## src/rtl/exec_core.sv

```systemverilog
// Execution core: GPR file, SGPR, flags and ALU behind a valid/ready instruction port.
// MUL is a shift-add multiplier taking DATA_W cycles; its high half lands in SGPR.
module exec_core #(
  parameter int unsigned DATA_W    = 16,
  parameter int unsigned REG_COUNT = 32,
  parameter int unsigned REG_AW    = $clog2(REG_COUNT)
) (
  input  logic              clk,
  input  logic              sys_rst,
  input  logic              in_valid,
  output logic              in_ready,
  input  logic [4:0]        op,
  input  logic              imm_mode,
  input  logic [REG_AW-1:0] rdst,
  input  logic [REG_AW-1:0] rsrc1,
  input  logic [REG_AW-1:0] rsrc2,
  input  logic [DATA_W-1:0] imm,
  output logic              done,
  output logic              ill_op,
  output logic [3:0]        flags,
  output logic [DATA_W-1:0] sgpr,
  input  logic [REG_AW-1:0] dbg_addr,
  output logic [DATA_W-1:0] dbg_data
);

  localparam int unsigned CntW = $clog2(DATA_W + 1);

  localparam logic [4:0] OpMovSgpr = 5'd0;
  localparam logic [4:0] OpMov     = 5'd1;
  localparam logic [4:0] OpAdd     = 5'd2;
  localparam logic [4:0] OpSub     = 5'd3;
  localparam logic [4:0] OpMul     = 5'd4;
  localparam logic [4:0] OpOr      = 5'd5;
  localparam logic [4:0] OpAnd     = 5'd6;
  localparam logic [4:0] OpXor     = 5'd7;
  localparam logic [4:0] OpXnor    = 5'd8;
  localparam logic [4:0] OpNand    = 5'd9;
  localparam logic [4:0] OpNor     = 5'd10;
  localparam logic [4:0] OpNot     = 5'd11;

  typedef enum logic [0:0] {StIdle, StMul} state_e;

  state_e              state_q;
  logic [DATA_W-1:0]   gpr_q [REG_COUNT];
  logic [2*DATA_W-1:0] acc_q;
  logic [2*DATA_W-1:0] mcand_q;
  logic [DATA_W-1:0]   mplier_q;
  logic [CntW-1:0]     cnt_q;
  logic [REG_AW-1:0]   dst_q;

  logic [DATA_W-1:0]   opa, opb, res;
  logic [DATA_W:0]     sum, diff;
  logic                res_c, res_v, legal;
  logic [2*DATA_W-1:0] acc_nxt;
  logic [DATA_W-1:0]   prod_hi;

  assign in_ready = (state_q == StIdle);
  assign dbg_data = gpr_q[dbg_addr];

  assign opa  = gpr_q[rsrc1];
  assign opb  = imm_mode ? imm : gpr_q[rsrc2];
  assign sum  = {1'b0, opa} + {1'b0, opb};
  // Top bit of the extended difference is the unsigned borrow.
  assign diff = {1'b0, opa} - {1'b0, opb};

  assign acc_nxt = acc_q + (mplier_q[0] ? mcand_q : '0);
  assign prod_hi = acc_nxt[2*DATA_W-1:DATA_W];

  always_comb begin
    res   = '0;
    res_c = 1'b0;
    res_v = 1'b0;
    legal = 1'b1;
    case (op)
      OpMovSgpr: res = sgpr;
      OpMov:     res = opb;
      OpAdd: begin
        res   = sum[DATA_W-1:0];
        res_c = sum[DATA_W];
        res_v = (opa[DATA_W-1] == opb[DATA_W-1]) && (res[DATA_W-1] != opa[DATA_W-1]);
      end
      OpSub: begin
        res   = diff[DATA_W-1:0];
        res_c = diff[DATA_W];
        res_v = (opa[DATA_W-1] != opb[DATA_W-1]) && (res[DATA_W-1] != opa[DATA_W-1]);
      end
      OpMul:     res = '0;
      OpOr:      res = opa | opb;
      OpAnd:     res = opa & opb;
      OpXor:     res = opa ^ opb;
      OpXnor:    res = ~(opa ^ opb);
      OpNand:    res = ~(opa & opb);
      OpNor:     res = ~(opa | opb);
      OpNot:     res = ~opb;
      default:   legal = 1'b0;
    endcase
  end

  always_ff @(posedge clk) begin
    if (sys_rst) begin
      for (int unsigned i = 0; i < REG_COUNT; i++) gpr_q[i] <= '0;
      sgpr     <= '0;
      flags    <= '0;
      done     <= 1'b0;
      ill_op   <= 1'b0;
      state_q  <= StIdle;
      acc_q    <= '0;
      mcand_q  <= '0;
      mplier_q <= '0;
      cnt_q    <= '0;
      dst_q    <= '0;
    end else begin
      done   <= 1'b0;
      ill_op <= 1'b0;
      case (state_q)
        StIdle: begin
          if (in_valid) begin
            if (op == OpMul) begin
              mcand_q  <= {{DATA_W{1'b0}}, opa};
              mplier_q <= opb;
              acc_q    <= '0;
              cnt_q    <= CntW'(DATA_W);
              dst_q    <= rdst;
              state_q  <= StMul;
            end else if (legal) begin
              gpr_q[rdst] <= res;
              flags       <= {res[DATA_W-1], res == '0, res_c, res_v};
              done        <= 1'b1;
            end else begin
              ill_op <= 1'b1;
            end
          end
        end
        StMul: begin
          acc_q    <= acc_nxt;
          mcand_q  <= mcand_q << 1;
          mplier_q <= mplier_q >> 1;
          cnt_q    <= cnt_q - 1'b1;
          if (cnt_q == CntW'(1)) begin
            gpr_q[dst_q] <= acc_nxt[DATA_W-1:0];
            sgpr         <= prod_hi;
            flags        <= {acc_nxt[2*DATA_W-1], acc_nxt == '0, |prod_hi, |prod_hi};
            done         <= 1'b1;
            state_q      <= StIdle;
          end
        end
        default: state_q <= StIdle;
      endcase
    end
  end

endmodule

```

## config.mk

```make
export PLATFORM = sky130hd
export DESIGN_NAME = exec_core
export DESIGN_NICKNAME = d
export VERILOG_FILES = /design/src/rtl/exec_core.sv
export SDC_FILE = /design/constraint.sdc
export NUM_CORES = 1
export LEC_CHECK = 0
export CORE_MARGIN = 2
export CORE_UTILIZATION = 40
export CTS_CLUSTER_DIAMETER = 40
export DETAILED_ROUTE_END_ITERATION = 12
export SETUP_SLACK_MARGIN = 0.5
export SLEW_MARGIN = 15
export SYNTH_ARGS = -nofsm -noshare
export SYNTH_HDL_FRONTEND = slang
export SYNTH_SLANG_ARGS = --single-unit
```

## constraint.sdc

```tcl
create_clock -name clk -period 8.3 [get_ports clk]
set_input_delay 1.245 -clock clk [delete_from_list [all_inputs] [get_ports clk]]
set_output_delay 1.245 -clock clk [all_outputs]
set_load 0.03 [all_outputs]
```

==> metrics, run 1 <==
WP data required 8.90 ns; initial antenna violation count 2; Worst Setup Path Type primary input to register; Post-Syn Nets 3457; final setup skew 0.0569 ns; DRT antenna net count 0; worst slew pin tran 1.21 ns; Worst slew margin 19.0%; EDFF count, synth 512; Area Overhead vs Synth 14.4%; port bufs 83; critical path's slowest cell or4_1; Final Hold Viols 0; IR drop worst, VDD 192 uV; Worst Path Max Fanout 65; pwr dens 209 mW/mm^2; first-pass GRT wire length 217000 um; crit path from rsrc2[1]; num rows 116; cts hold-fix bufs 0; max cap viols 0; FF+latch count, synth 625; routed length on met1 54900 um; die extent in y 322 um; post-layout utilization of the core 46.2%; routed wire length 151000 um; Syn Area/Cell 12.1 sq um; Mapped Cells 3328; FF-to-FF Start gpr_q[15][8]$_SDFFCE_PN0P_; final setup violation count 0; Overflow after GRT 0; Ports 84; H-Tree Depth 3; clock root buffer clkbuf_16; TritonCTS clock tree built; Max clock buf depth 3; worst-skew pair later-pin latency 0.70 ns; Cell Area, Synth 0.0404 sq mm; Fillers 9050; CP Capture Type register; vias 31.8k; crit path time final 6.87 ns; largest net degree at the start of global routing 84; Worst setup SP type primary input; CP endpoint flags[2]$_SDFFE_PP0P_; GPL Wtd Cong 1.01; Seq/Total Area, Yosys 43.7%; Die X 322 um; Post-route DRC 0; Setup Buffers After CTS 0; mean routed wirelength per cell 32.0 um; R2R depth 18; Slew Limit Fails 0; CP arrival 7.47 ns; register clock-pin slew on the reported worst setup and hold paths 0.05 ns; Pre-antenna DRT Iters 6; static leakage 16.1 nW; met2 routed wirelength 69300 um; aggregate global-route resource usage 28.9%; CP max stage delay 0.60 ns; Hold Path Class register to register; dpl hpwl 101000 um; Initial Util 40.3%; fraction of registers with async set/reset 0%; RSZ-0062 raised after global routing false; PnR Total Power 9.68 mW; Sink Count 625; drt via density 6.73; cts bufs inserted 99; Post-CTS Resized 0; Core ar. 0.100 sq mm; Synth cell types 89; vias in the first global route 30.8k; status finished, final reports clean; setup TNS 0 ns; crit path cell chain buf_6, buf_4, buf_4, mux4_1, a22o_1, a221oi_1, a41o_2, inv_1, ha_1, inv_1, fa_1, nand2b_1, a221o_1, a21oi_1, o31ai_1, a211o_1, a21oi_1, nand4_1, or4_1, or4_1, o31ai_2; fmax 145 MHz; layout cells sized above 1 23.8%; Top Layer Used met4; r2r endpoint flags[2]$_SDFFE_PP0P_; ys flop type edfxtp_1; initial drt markers 4521; period utilisation layout 82.8%; WL met3 18600 um; Die ar. 0.104 sq mm; Synth warnings 0; Final nets 3469; r2r setup slk 2.47 ns
==> registers in the layout, summed over array words and instances (netlist names) <==
signal    flops
sgpr         16
cnt_q         5
done          1
dst_q         5
mcand_q      32
gpr_q       512
flags         4
state_q       1
mplier_q     16
acc_q        32
ill_op        1
==> power breakdown <==
group / switching, mW / total [mW] / internal (mW)
clock: 1.66 / 4.40 / 2.74
combinational: 1.10 / 1.73 / 0.627
sequential: 0.0737 / 3.55 / 3.48
total: 2.83 / 9.68 / 6.84
==> worst min-delay path by stage <==
stage	endpoint	cells past startpoint	startpoint
final	sgpr[5]$_SDFFE_PP0P_	2	sgpr[5]$_SDFFE_PP0P_
after CTS	flags[3]$_SDFFE_PP0P_	2	flags[3]$_SDFFE_PP0P_
after detailed placement	dst_q[4]$_SDFFE_PP0P_	2	dst_q[4]$_SDFFE_PP0P_
after global routing	dst_q[4]$_SDFFE_PP0P_	2	dst_q[4]$_SDFFE_PP0P_
after global placement	flags[3]$_SDFFE_PP0P_	2	flags[3]$_SDFFE_PP0P_
after floorplan	dst_q[4]$_SDFFE_PP0P_	2	dst_q[4]$_SDFFE_PP0P_
==> critical path: cells and delay by family <==
kind	cells	cell delay, ns
buf+inv	5	1.48
mux	1	0.32
simple gates	4	1.47
fa+ha+maj	2	0.41
compound gates	9	2.37
==> synthesized netlist by cell type, types with 28 or more instances <==
master | n | area share, %
a22oi_1 | 76 | 1.4
o21ai_0 | 73 | 0.90
a222oi_1 | 30 | 0.74
mux4_1 | 28 | 1.8
mux2_2 | 45 | 1.3
a21oi_1 | 113 | 1.4
nor2_1 | 641 | 6.0
clkbuf_1 | 222 | 2.1
edfxtp_1 | 512 | 38
inv_1 | 66 | 0.61
nand3_1 | 37 | 0.46
mux2i_1 | 43 | 1.1
mux4_2 | 413 | 23
nor3_1 | 111 | 1.4
dfxtp_1 | 113 | 5.6
nand2_1 | 171 | 1.6
and2_1 | 36 | 0.56
buf_1 | 35 | 0.33
ha_1 | 81 | 2.5
nand4_1 | 29 | 0.45
nand2b_1 | 56 | 0.87
==> routing by layer <==
| metal | vias to the layer above | global-route usage (%) |
|---|---|---|
| li1 | 13041 | - |
| met1 | 15993 | 37.1 |
| met2 | 2250 | 45.2 |
| met3 | 476 | 7.89 |
| met4 | 0 | 14.4 |
| met5 | - | 0 |
==> final cells by class <==
| type | instances | area, sq um | share of cell area (%) |
|---|---|---|---|
| Antenna cell | 1 | 2.50 | 0.00541 |
| Clock buffer | 111 | 2580 | 5.59 |
| Clock inverter | 73 | 930 | 2.01 |
| Inverter | 67 | 251 | 0.544 |
| Multi-Input combinational cell | 2331 | 21300 | 46.0 |
| Sequential cell | 625 | 17600 | 38.2 |
| Tap cell | 1298 | 1620 | 3.51 |
| Timing Repair Buffer | 216 | 1920 | 4.15 |
==> cell families after synthesis <==
group	synth area share (%)
xor gates and xnor gates	0.715
buffers and inverters	4.00
and+or+nand+nor	13.0
muxes	27.3
AOI/OAI and AO/OA	8.66
adders and majority gates	2.66
DFF	43.7
==> metrics by stage <==
stage	worst slack (ns)	hold WS, ns	std cells	cell area (sq um)
final	1.43	0.479	4722	46200
after global routing	1.30	0.498	4721	46200
after CTS	1.59	0.474	4720	46200
after detailed placement	0.885	0.468	4536	42700
after global placement	0.821	0.463	4536	42700
after floorplan	1.95	0.449	3328	40400
==> cell usage in the layout, fill, tap and decap left out, types with 30 or more instances in the layout <==
cell	Yosys	final
nand3_1	37	37
inv_1	66	66
and2_1	36	36
nand2b_1	56	53
clkdlybuf4s50_1	0	69
dfxtp_1	113	112
mux4_2	413	413
nor3_1	111	110
mux2_2	45	45
nor2_1	641	637
nand2_1	171	171
edfxtp_1	512	512
o21ai_0	73	73
a21oi_1	113	113
clkbuf_16	0	100
mux2i_1	43	41
buf_4	10	125
a22oi_1	76	76
ha_1	81	81
a222oi_1	30	30
Power figures use the tool's default switching activity.
==> run 2, diff against run 1 <==
==> constraint.sdc (replaced) <==
create_clock -name clk -period 6.6 [get_ports clk]
set_input_delay 0.99 -clock clk [delete_from_list [all_inputs] [get_ports clk]]
set_output_delay 0.99 -clock clk [all_outputs]
set_load 0.03 [all_outputs]
==> run 2 against run 1 <==
Sequential power is 26% higher. Global-route usage is 0.35 points lower. Largest cell class unchanged. Register-to-register slack worse by 1.4 ns. Highest routed layer is now met5.
==> metrics, run 2 (synthesized netlist as in run 1, its figures left out) <==
status finished, final reports clean (unchanged); Hold Path Class register to register (unchanged); CP arrival 6.50 ns (was 7.47 ns); TritonCTS clock tree built (unchanged); cts bufs inserted 103 (was 99); crit path time final 5.92 ns; Fillers 8871 (was 9050); drt via density 6.61 (was 6.73); r2r setup slk 1.09 ns (was 2.47 ns); post-route setup slack 0.684 ns (was 1.43 ns); fmax 169 MHz; post-place setup slack -0.0380 ns (was 0.885 ns); Final Hold Viols 0 (unchanged); Die X 322 um (unchanged); RSZ-0062 raised after global routing false (unchanged); GPL Wtd Cong 0.955 (was 1.01); clock root buffer clkbuf_16 (unchanged); Initial Util 40.3% (unchanged); Slew Limit Fails 0 (unchanged); port bufs 83 (unchanged); area of the multi-input gates 0.0213 sq mm (about the same); PnR Total Power 12.4 mW (was 9.68 mW); layout cells sized above 1 25.7% (was 23.8%); mean routed wirelength per cell 31.0 um (was 32.0 um); num rows 116 (unchanged); Worst Path Max Fanout 31 (was 65); largest net degree at the start of global routing 89 (was 84); cts hold-fix bufs 0 (unchanged); Largest register FFs 512 (unchanged); max cap viols 0 (unchanged); Largest regs gpr_q x512, acc_q x32, mcand_q x32 (unchanged); register clock-pin slew on the reported worst setup and hold paths 0.05 ns (about the same); Pre-antenna DRT Iters 7 (was 6); Reg with most FFs gpr_q (unchanged); worst slew pin tran 1.20 ns (was 1.21 ns); IR drop worst, VDD 324 uV (was 192 uV); first-pass GRT wire length 216000 um (was 217000 um); period utilisation layout 89.6%; pwr dens 265 mW/mm^2 (was 209 mW/mm^2); die extent in y 322 um (unchanged); initial drt markers 4147 (was 4521); vias 31.7k (was 31.8k); H-Tree Depth 3 (unchanged); post-layout utilization of the core 47.0% (was 46.2%); routed wire length 149000 um (was 151000 um); Max clock buf depth 3 (unchanged); final setup violation count 0 (unchanged); CP Capture Type register (unchanged); Sink Count 625 (unchanged); Worst setup SP type primary input (unchanged); static leakage 16.5 nW (was 16.1 nW); dpl hpwl 104000 um (was 101000 um); DRT antenna net count 0 (unchanged); Core ar. 0.100 sq mm (unchanged); Final nets 3537 (was 3469); worst-skew pair later-pin latency 0.71 ns (was 0.70 ns); Post-route DRC 0 (unchanged); Area Overhead vs Synth 16.4% (was 14.4%); Ports 84 (unchanged); WP data required 7.18 ns (was 8.90 ns); Worst Setup Path Type primary input to register (unchanged); Worst slew margin 20.1% (was 19.0%); most frequent cells in the layout nor2_1, edfxtp_1, mux4_2 (unchanged); initial antenna violation count 3 (was 2); vias in the first global route 30.6k (was 30.8k); Die ar. 0.104 sq mm (unchanged); setup TNS 0 ns (unchanged); final setup skew 0.0681 ns (was 0.0569 ns); most common library cell in the layout ignoring fill and taps nor2_1 (unchanged); aggregate global-route resource usage 28.6% (was 28.9%); Hold WS 0.473 ns (was 0.479 ns); register area 0.0176 sq mm (unchanged); n_diodes 0 (was 1); Overflow after GRT 0 (unchanged)
[run 2: cell types whose count changed in the layout (fill, tap and decap cells not counted), sizes merged]
cell	previous run	this run
clkbuf	111	113
diode	1	0
inv	77	83
bufinv	15	13
clkinv	33	37
buf	147	211
[run 2: routing by layer]
layer / routed length (um) / GRT usage (%) / share of wire, % / vias to the layer above
met4: 7430 / 12.6 / 5.0 / 4
met2: 68500 / 45.1 / 46 / 2162
met1: 56000 / 37.6 / 38 / 15955
li1: - / - / - / 13164
met5: 28 / 0 / 0.019 / -
met3: 16700 / 6.63 / 11 / 401
[run 2: power by group]
group / switching, mW / leakage (nW) / internal, mW
combinational: 1.40 / 8.60 / 0.880
sequential: 0.0961 / 6.20 / 4.38
clock: 2.17 / 1.75 / 3.53
[run 2: critical path: stages]
cell,delay (ns)
buf_6,0.37
buf_12,0.25
mux4_2,0.53
a22oi_1,0.54
o21ai_1,0.13
nand3b_1,0.29
mux2_2,0.36
inv_1,0.08
ha_1,0.34
nor2_1,0.20
o211ai_1,0.12
a31oi_2,0.31
o21ai_0,0.19
nor3_1,0.30
nand2_1,0.10
o22ai_1,0.13
o21ai_0,0.29
or4_1,0.68
o31ai_2,0.19
[run 2: path summary, 6_finish.rpt]
kind / start / to / depth (start not counted)
max: rsrc2[0] / flags[2]$_SDFFE_PP0P_ / 19
min: flags[3]$_SDFFE_PP0P_ / flags[3]$_SDFFE_PP0P_ / 2
min reg2reg: flags[3]$_SDFFE_PP0P_ / flags[3]$_SDFFE_PP0P_ / 2
max reg2reg: gpr_q[15][8]$_SDFFCE_PN0P_ / flags[2]$_SDFFE_PP0P_ / 20
[run 2: area by class of cell]
cell class | instances | area share [%]
Multi-Input combinational cell | 2331 | 45.2
Tap cell | 1298 | 3.45
Clock buffer | 113 | 5.76
Timing Repair Buffer | 280 | 5.47
Inverter | 67 | 0.535
Sequential cell | 625 | 37.5
Clock inverter | 81 | 2.06
[run 2: through the flow]
step | cells | area [sq um]
after detailed placement | 4601 | 43400
final | 4795 | 47000
after CTS | 4795 | 47000
after floorplan | 3328 | 40400
after global routing | 4795 | 47000
after global placement | 4601 | 43400
[run 2: repair_timing]
action | 4_1_cts | 5_1_grt
resized for setup | 0 | 2
buffers inserted | 0 | 0
setup endpoints to repair | 0 | 33
